File: config.mk
export PLATFORM = sky130hd
export DESIGN_NAME = prog_fifo
export DESIGN_NICKNAME = d
export VERILOG_FILES = /design/src/rtl/fifo_pkg.sv /design/src/rtl/fifo_mem.sv /design/src/rtl/prog_fifo.sv
export SDC_FILE = /design/constraint.sdc
export NUM_CORES = 1
export LEC_CHECK = 0
export ABC_AREA = 1
export CAP_MARGIN = 20
export CORE_ASPECT_RATIO = 0.8
export CORE_MARGIN = 2
export CORE_UTILIZATION = 65
export DETAILED_ROUTE_END_ITERATION = 7
export HOLD_SLACK_MARGIN = 0.12
export PLACE_DENSITY = 0.84
export SETUP_SLACK_MARGIN = 0.3
export SYNTH_ARGS = -nofsm -noshare
export SYNTH_HDL_FRONTEND = slang
export SYNTH_SLANG_ARGS = --single-unit
File: constraint.sdc
create_clock -name clk -period 5.8 [get_ports clk]
set_input_delay 0.87 -clock clk [delete_from_list [all_inputs] [get_ports clk]]
set_output_delay 0.87 -clock clk [all_outputs]
set_load 0.03 [all_outputs]
File: src/rtl/fifo_pkg.sv
// fifo_pkg: shared definitions for prog_fifo.
//   FwftMode / RegMode : values of the FWFT parameter selecting the read style
//   cnt_width()        : width of pointers and occupancy count for a given depth
package fifo_pkg;

   localparam int unsigned FwftMode = 1;  // head entry visible combinationally
   localparam int unsigned RegMode  = 0;  // registered read, one-cycle latency

   // One extra bit so a full FIFO (count == DEPTH) is representable and
   // pointers distinguish full from empty.
   function automatic int unsigned cnt_width(input int unsigned depth_lg2);
      return depth_lg2 + 1;
   endfunction

endpackage

File: src/rtl/fifo_mem.sv
// fifo_mem: simple dual-port storage array, no reset.
//   clk     : write clock (rising edge)
//   we_i    : write enable
//   waddr_i : write address
//   wdata_i : write data
//   raddr_i : asynchronous read address
//   rdata_o : asynchronous read data
module fifo_mem #(
   parameter int unsigned ADDR_WIDTH = 4,
   parameter int unsigned DATA_WIDTH = 32
) (
   input  logic                  clk,
   input  logic                  we_i,
   input  logic [ADDR_WIDTH-1:0] waddr_i,
   input  logic [DATA_WIDTH-1:0] wdata_i,
   input  logic [ADDR_WIDTH-1:0] raddr_i,
   output logic [DATA_WIDTH-1:0] rdata_o
);

   logic [DATA_WIDTH-1:0] r_mem [2**ADDR_WIDTH];

   always_ff @(posedge clk) begin
      if (we_i) begin
         r_mem[waddr_i] <= wdata_i;
      end
   end

   assign rdata_o = r_mem[raddr_i];

endmodule

File: src/rtl/prog_fifo.sv
// prog_fifo: synchronous FIFO with runtime-programmable almost-full/almost-empty
// thresholds, flush, sticky overflow/underflow flags and selectable read style.
//   clk, rst_n          : clock and asynchronous active-low reset
//   flush_i             : synchronous empty request, overrides same-cycle traffic
//   wren_i, wdata_i     : write request and data
//   rden_i              : read request
//   rdata_o, rvalid_o   : read data and its valid
//   full_o, empty_o     : occupancy status (registered)
//   almost_full_o/_empty_o : compare of occupancy against af_level_i / ae_level_i
//   count_o             : occupancy 0..DEPTH
//   overflow_o/underflow_o : sticky error flags, cleared by clr_err_i
module prog_fifo
   import fifo_pkg::*;
#(
   parameter int unsigned DEPTH_LG2  = 4,
   parameter int unsigned DATA_WIDTH = 32,
   parameter int unsigned FWFT       = 1
) (
   input  logic                  clk,
   input  logic                  rst_n,
   input  logic                  flush_i,
   input  logic                  wren_i,
   input  logic [DATA_WIDTH-1:0] wdata_i,
   input  logic                  rden_i,
   output logic [DATA_WIDTH-1:0] rdata_o,
   output logic                  rvalid_o,
   output logic                  full_o,
   output logic                  empty_o,
   output logic                  almost_full_o,
   output logic                  almost_empty_o,
   input  logic [DEPTH_LG2:0]    af_level_i,
   input  logic [DEPTH_LG2:0]    ae_level_i,
   output logic [DEPTH_LG2:0]    count_o,
   output logic                  overflow_o,
   output logic                  underflow_o,
   input  logic                  clr_err_i
);

   localparam int unsigned CW = cnt_width(DEPTH_LG2);
   localparam logic [CW-1:0] DepthC = CW'(2**DEPTH_LG2);

   logic [CW-1:0]         r_wptr, r_rptr, r_count;
   logic [CW-1:0]         w_wptr_nxt, w_rptr_nxt, w_count_nxt;
   logic                  r_full, r_empty, r_af, r_ae;
   logic                  r_ovf, r_unf;
   logic                  w_wr_acc, w_rd_acc;
   logic                  w_ovf_ev, w_unf_ev;
   logic [DATA_WIDTH-1:0] w_head;

   // A read frees a slot in the same cycle, so a write at full is still accepted.
   assign w_rd_acc = rden_i & ~flush_i & ~r_empty;
   assign w_wr_acc = wren_i & ~flush_i & (~r_full | w_rd_acc);
   assign w_ovf_ev = wren_i & ~w_wr_acc & ~flush_i;
   assign w_unf_ev = rden_i & ~w_rd_acc & ~flush_i;

   always_comb begin
      w_wptr_nxt  = r_wptr;
      w_rptr_nxt  = r_rptr;
      w_count_nxt = r_count;
      if (flush_i) begin
         w_wptr_nxt  = '0;
         w_rptr_nxt  = '0;
         w_count_nxt = '0;
      end else begin
         w_wptr_nxt  = r_wptr + CW'(w_wr_acc);
         w_rptr_nxt  = r_rptr + CW'(w_rd_acc);
         w_count_nxt = r_count + CW'(w_wr_acc) - CW'(w_rd_acc);
      end
   end

   always_ff @(posedge clk or negedge rst_n) begin
      if (!rst_n) begin
         r_wptr  <= '0;
         r_rptr  <= '0;
         r_count <= '0;
         r_full  <= 1'b0;
         r_empty <= 1'b1;
         r_af    <= 1'b0;
         r_ae    <= 1'b1;
         r_ovf   <= 1'b0;
         r_unf   <= 1'b0;
      end else begin
         r_wptr  <= w_wptr_nxt;
         r_rptr  <= w_rptr_nxt;
         r_count <= w_count_nxt;
         r_full  <= (w_count_nxt == DepthC);
         r_empty <= (w_count_nxt == '0);
         // Thresholds are sampled every cycle so level changes apply without traffic.
         r_af    <= (w_count_nxt >= af_level_i);
         r_ae    <= (w_count_nxt <= ae_level_i);
         // New error event wins over a simultaneous clear.
         r_ovf   <= w_ovf_ev | (r_ovf & ~clr_err_i);
         r_unf   <= w_unf_ev | (r_unf & ~clr_err_i);
      end
   end

   fifo_mem #(
      .ADDR_WIDTH (DEPTH_LG2),
      .DATA_WIDTH (DATA_WIDTH)
   ) u_mem (
      .clk     (clk),
      .we_i    (w_wr_acc),
      .waddr_i (r_wptr[DEPTH_LG2-1:0]),
      .wdata_i (wdata_i),
      .raddr_i (r_rptr[DEPTH_LG2-1:0]),
      .rdata_o (w_head)
   );

   generate
      if (FWFT == FwftMode) begin : g_fwft
         assign rdata_o  = w_head;
         assign rvalid_o = ~r_empty;
      end else begin : g_reg
         logic [DATA_WIDTH-1:0] r_rdata;
         logic                  r_rvalid;

         always_ff @(posedge clk or negedge rst_n) begin
            if (!rst_n) begin
               r_rdata  <= '0;
               r_rvalid <= 1'b0;
            end else begin
               r_rvalid <= w_rd_acc;
               if (w_rd_acc) begin
                  r_rdata <= w_head;
               end
            end
         end

         assign rdata_o  = r_rdata;
         assign rvalid_o = r_rvalid;
      end
   endgenerate

   assign count_o        = r_count;
   assign full_o         = r_full;
   assign empty_o        = r_empty;
   assign almost_full_o  = r_af;
   assign almost_empty_o = r_ae;
   assign overflow_o     = r_ovf;
   assign underflow_o    = r_unf;

endmodule

# Word-level counts from Yosys, hierarchy flattened
# Memory sizes are Yosys's and may differ from the RTL's.
# Cells that the tools add are included.
# word_totals
regBits	21
ram_bits	512
in_bits	48
output_inout_bits	44
word_cells	42
n_memories	1
# op_classes
addsub	4
order_cmp	2
n_eq_ne	1
mux	5
bitwise_logic	19
n_reduce_logical	1
# memory_table
name	depth	word_bits	read_ports	rd_clocked_by_memory_dff	write_ports	line_no	source
u_mem.r_mem	16	32	1	0	1	fifo_mem.sv:20	logic [DATA_WIDTH-1:0] r_mem [2**ADDR_WIDTH];
# ops
operator	count
$add 5x1->5	3
$mux 5	3
$and 1x1->1	10
$not 1->1	6
$eq 5x5->1 const B	1
$ge 5x5->1	1
$le 5x5->1	1
$logic_not 5->1	1
$sub 5x1->5	1
$or 1x1->1	3
$mux 1	2

# Longest topological paths before layout
# Gate-level depths: netlist (run 1).
# depth
depth_word	9
ltp_mapped	21
mapped_depth_nobuf	20

# By module
# Synthesis (run 1) repeated with hierarchy kept, for this count alone.
# unflattened
cells_unflattened	2231
hier_area_um2	23307.4
# modules_own_cells
mod	n_inst	cells_per_inst	area_each_um2	seq_area_each_um2
fifo_mem	1	2088	22089.9	15374.7
prog_fifo	1	143	1217.4	478.0

# Worst setup path after synthesis (run 1)
# OpenSTA, ideal clock, no wires.
# synth_timing
path_type	input -> register
start	input flush_i
end	memory u_mem.r_mem[12][0], enable pin
setup_ns	0.461
arrival_ns	3.649
t_required_ns	5.339
slack_ns	1.690
stages	6
n_path_buf	1
path_cell_list	inv_1 > nand3_1 > nand2_1 > nand3_2 > buf_2 > nor3_1
# synth_between
elab_chain_len	7
word_cells_on_any_way	8
classes_between	2 x mux; 6 x bitwise
# synth_rtl
item	line_no	source
start, declared	prog_fifo.sv:21	input logic flush_i,
$not 1->1 (*)	prog_fifo.sv:51, prog_fifo.sv:52	
$and 1x1->1 (2 in a row)	prog_fifo.sv:51	assign w_rd_acc = rden_i & ~flush_i & ~r_empty;
$or 1x1->1	prog_fifo.sv:52	assign w_wr_acc = wren_i & ~flush_i & (~r_full | w_rd_acc);
$and 1x1->1 (*)	prog_fifo.sv:52	
$mux 1 (*)	fifo_mem.sv:23	if (we_i) begin
$mux 1 (implied by the code) (*)	fifo_mem.sv:24	r_mem[waddr_i] <= wdata_i;
end, declared	fifo_mem.sv:20	
# Mark *: on every way between the ends. The rest lies on a longest branch, timed or not.

# Final worst setup path (run 1)
# layout_timing
start	register r_rptr[0]
end	output rdata_o[16]
# layout_between
elab_chain_len	1
# layout_rtl
item	line_no	source
start, declared	prog_fifo.sv:42	logic [CW-1:0] r_wptr, r_rptr, r_count;
start signal, assigned	prog_fifo.sv:84	r_rptr <= w_rptr_nxt;
$mem_v2 16x32	--	
end, declared	prog_fifo.sv:25	output logic [DATA_WIDTH-1:0] rdata_o,
# No other way between the ends.

==> flow_metrics.env, run 1 <==
export IMPL_outcome="finished clean"
export IMPL_dr_first_iter_drc_count=2208
export IMPL_powerDensity_mw_per_mm2=339
export IMPL_place_ws_ps=1120
export IMPL_syn_num_nets=2290
export IMPL_ys_async_sr_fraction_pct=3.58
export IMPL_ant_nets=0
export IMPL_ys_seq_area_share_pct=68.6
export IMPL_hp_class="register to register"
export IMPL_grt_total_usage_pct=29.7
export IMPL_cts_made_buffers=50
export IMPL_p_leak_nw=11.0
export IMPL_finalCriticalPeriod_ps=4880
export IMPL_wl_um=55200
export IMPL_wl_met1_um=20300
export IMPL_tns_ps=0
export IMPL_cp_start_kind="register"
export IMPL_layout_drive_gt1_share_pct=5.58
export IMPL_hold_viol_final=0
export IMPL_synth_top_area_cell="edfxtp_1"
export IMPL_wl_per_cell_um=19.7
export IMPL_area_growth_pct=12.7
export IMPL_ios=92
export IMPL_ys_flop_type="edfxtp_1"
export IMPL_die_w_um=215
export IMPL_grt_max_degree=188
export IMPL_postCtsSetupBuffers=0
export IMPL_clock_skew_ps=10.8
export IMPL_start_util_pct=66.3
export IMPL_htreeDepth=2
export IMPL_overflow=0
export IMPL_ir_drop_mv=0.294
export IMPL_setup_violations=0
export IMPL_cts_tree="yes"
export IMPL_io_buffers=91
export IMPL_synthesis_area_mm2=0.0231
export IMPL_finalCritPeriodShare_pct=84.2
export IMPL_stdcell_count=2801
export IMPL_syn_area_per_cell_um2=10.4
export IMPL_dr_wl_met2_um=26900
export IMPL_synth_top_cell_area_share_pct=66.5
export IMPL_ys_ff_latch=531
export IMPL_path_cells="inv_6, buf_4, nand2_1, nand2_1, nand2_1, nand3_1, nand3_1, nand2_1, clkdlybuf4s50_1"
export IMPL_dp_cells=2714
export IMPL_post_route_util_pct=74.7
export IMPL_whs_ps=546
export IMPL_total_power_mw=8.84
export IMPL_cts_resized=0
export IMPL_netlist_instances=2222
export IMPL_synth_distinct_cells=27
export IMPL_clk_pin_slew_ps=60
export IMPL_max_freq_mhz=205
export IMPL_post_dp_hpwl_um=28400
export IMPL_finalWorstSetupSlack_ps=916
export IMPL_cpPeakStageDelay_ps=790
export IMPL_synth_area_leaders="edfxtp_1 (67%), nand2_1 (11%), nand3_1 (8.5%)"
export IMPL_synth_edf_count=512
export IMPL_worstPathRequired_ps=4930
export IMPL_remaining_drc_errors=0
export IMPL_firstDrtPassIters=6
export IMPL_rows=61
export IMPL_core_area_mm2=0.0349
export IMPL_ctsHoldBuffers=0
export IMPL_critPathBufInv=3
export IMPL_top_layer="met4"
export IMPL_cpLargestDelayFamily="buffers and inverters"
export IMPL_crit_path_frequent_cell="nand2_1"
export IMPL_clk_latency_ps=580
export IMPL_die_h_um=173
export IMPL_relSlewSlack_pct=20.9
export IMPL_arrival_ps=4010
export IMPL_place_congestion=0.791
export IMPL_clock_sinks=531
export IMPL_worst_pin_slew_ps=1180
export IMPL_antenna_found_initial=1
export IMPL_clockBufferDepth=3
export IMPL_final_cell_area_mm2=0.0261
export IMPL_path_max_fanout=111
export IMPL_die_area_mm2=0.0371
export IMPL_grt_pass1_vias=15900
export IMPL_drt_vias_per_instance=5.75
export IMPL_wl_met3_um=6020
export IMPL_slew_violations=0
export IMPL_worst_setup_path_type="register to primary output"
export IMPL_dr_total_vias=16100
export IMPL_root_buffer="clkbuf_16"
export IMPL_rsz0062_at_grt="false"
export IMPL_placed_area_mm2=0.0245
export IMPL_maxCapViolCount=0
export IMPL_slowest_stage="dfrtp_4"
export IMPL_endpoint_kind="primary output"
export IMPL_ys_warn_count=0
export IMPL_grt_first_pass_wirelength_um=84800
export IMPL_final_nets=2362
[metal layers]
metal / track usage [%] / vias up
li1: - / 7321
met1: 39.6 / 7620
met2: 48.4 / 994
met3: 5.19 / 162
met4: 13.3 / 0
met5: 0 / -
[worst register-to-register path: stages, from the launching register on]
cell and delay (ps):
dfstp_2 540, inv_1 60, nand3_1 110, nand2_1 70
nand3_2 60, buf_4 290, ha_1 280, inv_1 50
ha_1 150, inv_1 60, fa_1 380, inv_1 90
nand3_1 110, nand3_1 130, nand2_1 70, nor2_1 250
ha_1 320, nand2_1 110, inv_1 60, nand4_1 70
o2111ai_1 110
[area by class of cell]
| type | instances | area (um^2) |
|---|---|---|
| well taps | 472 | 591 |
| clock inverters | 18 | 165 |
| repair buffers | 128 | 1240 |
| fillers | 2156 | 8830 |
| diodes | 1 | 2.50 |
| flip-flops and latches | 531 | 15900 |
| inverters | 420 | 1580 |
| clock buffers | 68 | 1400 |
| multi-input cells | 1163 | 5200 |
[where the power goes]
| group | leakage (nW) | internal (mW) | total (mW) | switching [mW] |
|---|---|---|---|---|
| clock | 0.761 | 1.82 | 3.19 | 1.37 |
| combinational | 5.42 | 0.448 | 1.31 | 0.864 |
| sequential | 4.85 | 4.27 | 4.34 | 0.0661 |
[sequential cells by signal, indices dropped and copies added (netlist names)]
signal and flops:
full_o 1, underflow_o 1, r_rptr 4, r_wptr 4, count_o 5, almost_full_o 1, almost_empty_o 1, u_mem.r_mem 512
empty_o 1, overflow_o 1
[kinds of logic (layout without fill, tap and decap cells)]
kind of cell               Yosys count  after routing  share of synthesized area (%)
and+or+nand+nor                   1119           1119                           20.5
adders and majority gates           20             20                           1.11
DFF                                531            531                           68.6
buffers and inverters              528            634                           9.28
AOI/OAI and AO/OA                   23             23                          0.541
other                                0              1                              0
xor gates and xnor gates             1              1                         0.0379
[synthesized netlist by cell type, types with 2 or more instances]
library cell / instances
nand2_1: 689
edfxtp_1: 512
inv_1: 417
nand3_1: 391
buf_2: 47
clkbuf_1: 25
ha_1: 19
buf_1: 17
dfrtp_1: 17
nor2_1: 17
nor3_1: 16
a21oi_1: 11
buf_4: 10
buf_6: 9
o21ai_0: 6
nand4_1: 4
dfstp_2: 2
inv_2: 2
o211ai_1: 2
o21ai_1: 2
[worst paths after layout]
kind                             from       endpoint  slack, ps  cells after the start
min in group asynchronous       rst_n      r_wptr[3]        790                      1
min reg2reg                overflow_o     overflow_o        550                      2
max reg2reg                   empty_o  almost_full_o       2320                     20
max in group asynchronous       rst_n      r_rptr[0]       4360                      1
min                        overflow_o     overflow_o        550                      2
max                         r_rptr[0]    rdata_o[16]        920                      9
[cells in the final DEF (no fill, tap or decap), types with 3 or more instances in the layout]
| cell type | n |
|---|---|
| clkbuf_16 | 53 |
| nand2_1 | 689 |
| a21oi_1 | 11 |
| o21ai_0 | 6 |
| clkinv_1 | 8 |
| clkinv_2 | 5 |
| nand4_1 | 4 |
| bufinv_16 | 3 |
| buf_4 | 32 |
| ha_1 | 19 |
| clkdlybuf4s50_1 | 91 |
| clkbuf_1 | 13 |
| nand3_1 | 391 |
| nor3_2 | 16 |
| buf_12 | 4 |
| nor2_1 | 17 |
| edfxtp_1 | 512 |
| inv_1 | 416 |
| dfrtp_1 | 13 |
(Power assumes the default switching activity.)
==> run 2, diff against run 1 <==
--- a/config.mk
+++ b/config.mk
@@ -9,10 +9,10 @@
 export CAP_MARGIN = 20
 export CORE_ASPECT_RATIO = 0.8
 export CORE_MARGIN = 2
-export CORE_UTILIZATION = 65
+export CORE_UTILIZATION = 61
 export DETAILED_ROUTE_END_ITERATION = 7
 export HOLD_SLACK_MARGIN = 0.12
-export PLACE_DENSITY = 0.84
+export PLACE_DENSITY = 0.8
 export SETUP_SLACK_MARGIN = 0.3
 export SYNTH_ARGS = -nofsm -noshare
 export SYNTH_HDL_FRONTEND = slang
==> constraint.sdc (replaced) <==
create_clock -name clk -period 5.1 [get_ports clk]
set_input_delay 0.765 -clock clk [delete_from_list [all_inputs] [get_ports clk]]
set_output_delay 0.765 -clock clk [all_outputs]
set_load 0.03 [all_outputs]
==> flow_metrics.env, run 2 (same netlist as run 1, synthesis figures left out) <==
export IMPL_cts_resized=0
export IMPL_total_power_mw=9.92
export IMPL_violations="DRC"
export IMPL_hold_viol_final=0
export IMPL_cp_start_kind="register"
export IMPL_worst_setup_path_type="register to primary output"
export IMPL_placed_area_mm2=0.0246
export IMPL_ios=92
export IMPL_clock_skew_ps=31.5
export IMPL_regMostFlops="u_mem.r_mem"
export IMPL_final_nets=2362
export IMPL_cts_tree="yes"
export IMPL_finalCriticalPeriod_ps=4340
export IMPL_dr_total_vias=15600
export IMPL_setup_violations=0
export IMPL_remaining_drc_errors=3
export IMPL_grt_max_degree=185
export IMPL_htreeDepth=2
export IMPL_p_leak_nw=11.0
export IMPL_whs_ps=546
export IMPL_ctsHoldBuffers=0
export IMPL_postCtsSetupBuffers=0
export IMPL_max_freq_mhz=230
export IMPL_largest_register_ffs=512
export IMPL_hp_class="register to register"
export IMPL_grt_total_usage_pct=27.4
export IMPL_most_common_layout_cells="nand2_1 (689), edfxtp_1 (512), inv_1 (416)"
export IMPL_ir_drop_mv=0.334
export IMPL_relSlewSlack_pct=24.9
export IMPL_dr_first_iter_drc_count=1909
export IMPL_layout_commonest_cell="nand2_1"
export IMPL_finalCritPeriodShare_pct=85.2
export IMPL_antenna_found_initial=0
export IMPL_clk_pin_slew_ps=60
export IMPL_ant_nets=0
export IMPL_worstPathRequired_ps=4340
export IMPL_clockBufferDepth=3
export IMPL_stdcell_count=2817
export IMPL_wl_per_cell_um=19.0
export IMPL_layout_drive_gt1_share_pct=5.36
export IMPL_die_w_um=222
export IMPL_final_cell_area_mm2=0.0261
export IMPL_worst_pin_slew_ps=1120
export IMPL_arrival_ps=3580
export IMPL_post_dp_hpwl_um=27900
export IMPL_wl_um=53600
export IMPL_path_max_fanout=69
export IMPL_dp_cells=2728
export IMPL_endpoint_kind="primary output"
export IMPL_tns_ps=0
export IMPL_rsz0062_at_grt="false"
export IMPL_clock_sinks=531
export IMPL_slew_violations=0
export IMPL_antenna_cells=0
export IMPL_io_buffers=91
export IMPL_core_area_mm2=0.0372
export IMPL_grt_first_pass_wirelength_um=83000
export IMPL_clk_latency_ps=590
export IMPL_cts_made_buffers=51
export IMPL_powerDensity_mw_per_mm2=380
export IMPL_rows=63
export IMPL_area_growth_pct=13.0
export IMPL_outcome="finished with violations"
export IMPL_root_buffer="clkbuf_16"
export IMPL_firstDrtPassIters=7
export IMPL_die_area_mm2=0.0395
export IMPL_die_h_um=178
export IMPL_maxCapViolCount=0
export IMPL_start_util_pct=62.1
export IMPL_grt_pass1_vias=15400
export IMPL_place_congestion=0.801
export IMPL_drt_vias_per_instance=5.54
export IMPL_overflow=0
-- run 2: cell count changes in the layout (fill, tap and decap cells not counted), sizes merged --
cell and change:
diode -1, inv -1, clkinvlp -2, clkinv +11, bufinv -1, buf -1, clkbuf -4
-- run 2: layout make-up --
| type | count | area, um^2 |
|---|---|---|
| multi-input combinational | 1163 | 5200 |
| inverter | 420 | 1580 |
| sequential | 531 | 15900 |
| clock buffer | 64 | 1330 |
| timing repair buffer | 127 | 1360 |
| tap | 487 | 609 |
| fill | 2542 | 11100 |
| clock inverter | 25 | 180 |
-- run 2: final timing paths --
kind                             from             to  slack, ps  cells past startpoint
max                         r_rptr[1]    rdata_o[30]        760                      7
min                        overflow_o     overflow_o        550                      2
max reg2reg                   empty_o  almost_full_o       1970                     19
min reg2reg                overflow_o     overflow_o        550                      2
max in group asynchronous       rst_n      r_rptr[0]       3760                      1
min in group asynchronous       rst_n      r_wptr[0]        700                      1
-- run 2: worst max-delay path: stages (launching register included) --
cell             delay [ps]
dfrtp_4                 670
inv_4                   740
buf_4                   390
nand3_1                 110
nand3_1                  90
nand3_1                 110
nand2_1                 180
clkdlybuf4s50_1         700
-- run 2: per-layer routing --
| layer | track usage (%) | routed length, um | vias up |
|---|---|---|---|
| li1 | - | - | 7320 |
| met3 | 4.58 | 5160 | 110 |
| met4 | 9.68 | 1390 | 0 |
| met1 | 36.9 | 21200 | 7360 |
| met5 | 0 | 0 | - |
| met2 | 45.8 | 25800 | 825 |
-- run 2: stage by stage --
stage	setup WS (ps)	util, %
floorplan	1090	-
global route	628	70.2
finish	757	70.2
global placement	897	66.2
CTS	783	70.2
detailed placement	809	66.2
-- run 2: report_power, final --
part           switching (mW)  total, mW  internal [mW]
combinational            1.01       1.53          0.515
sequential             0.0400       4.90           4.86
clock                    1.57       3.50           1.93
total                    2.62       9.92           7.30
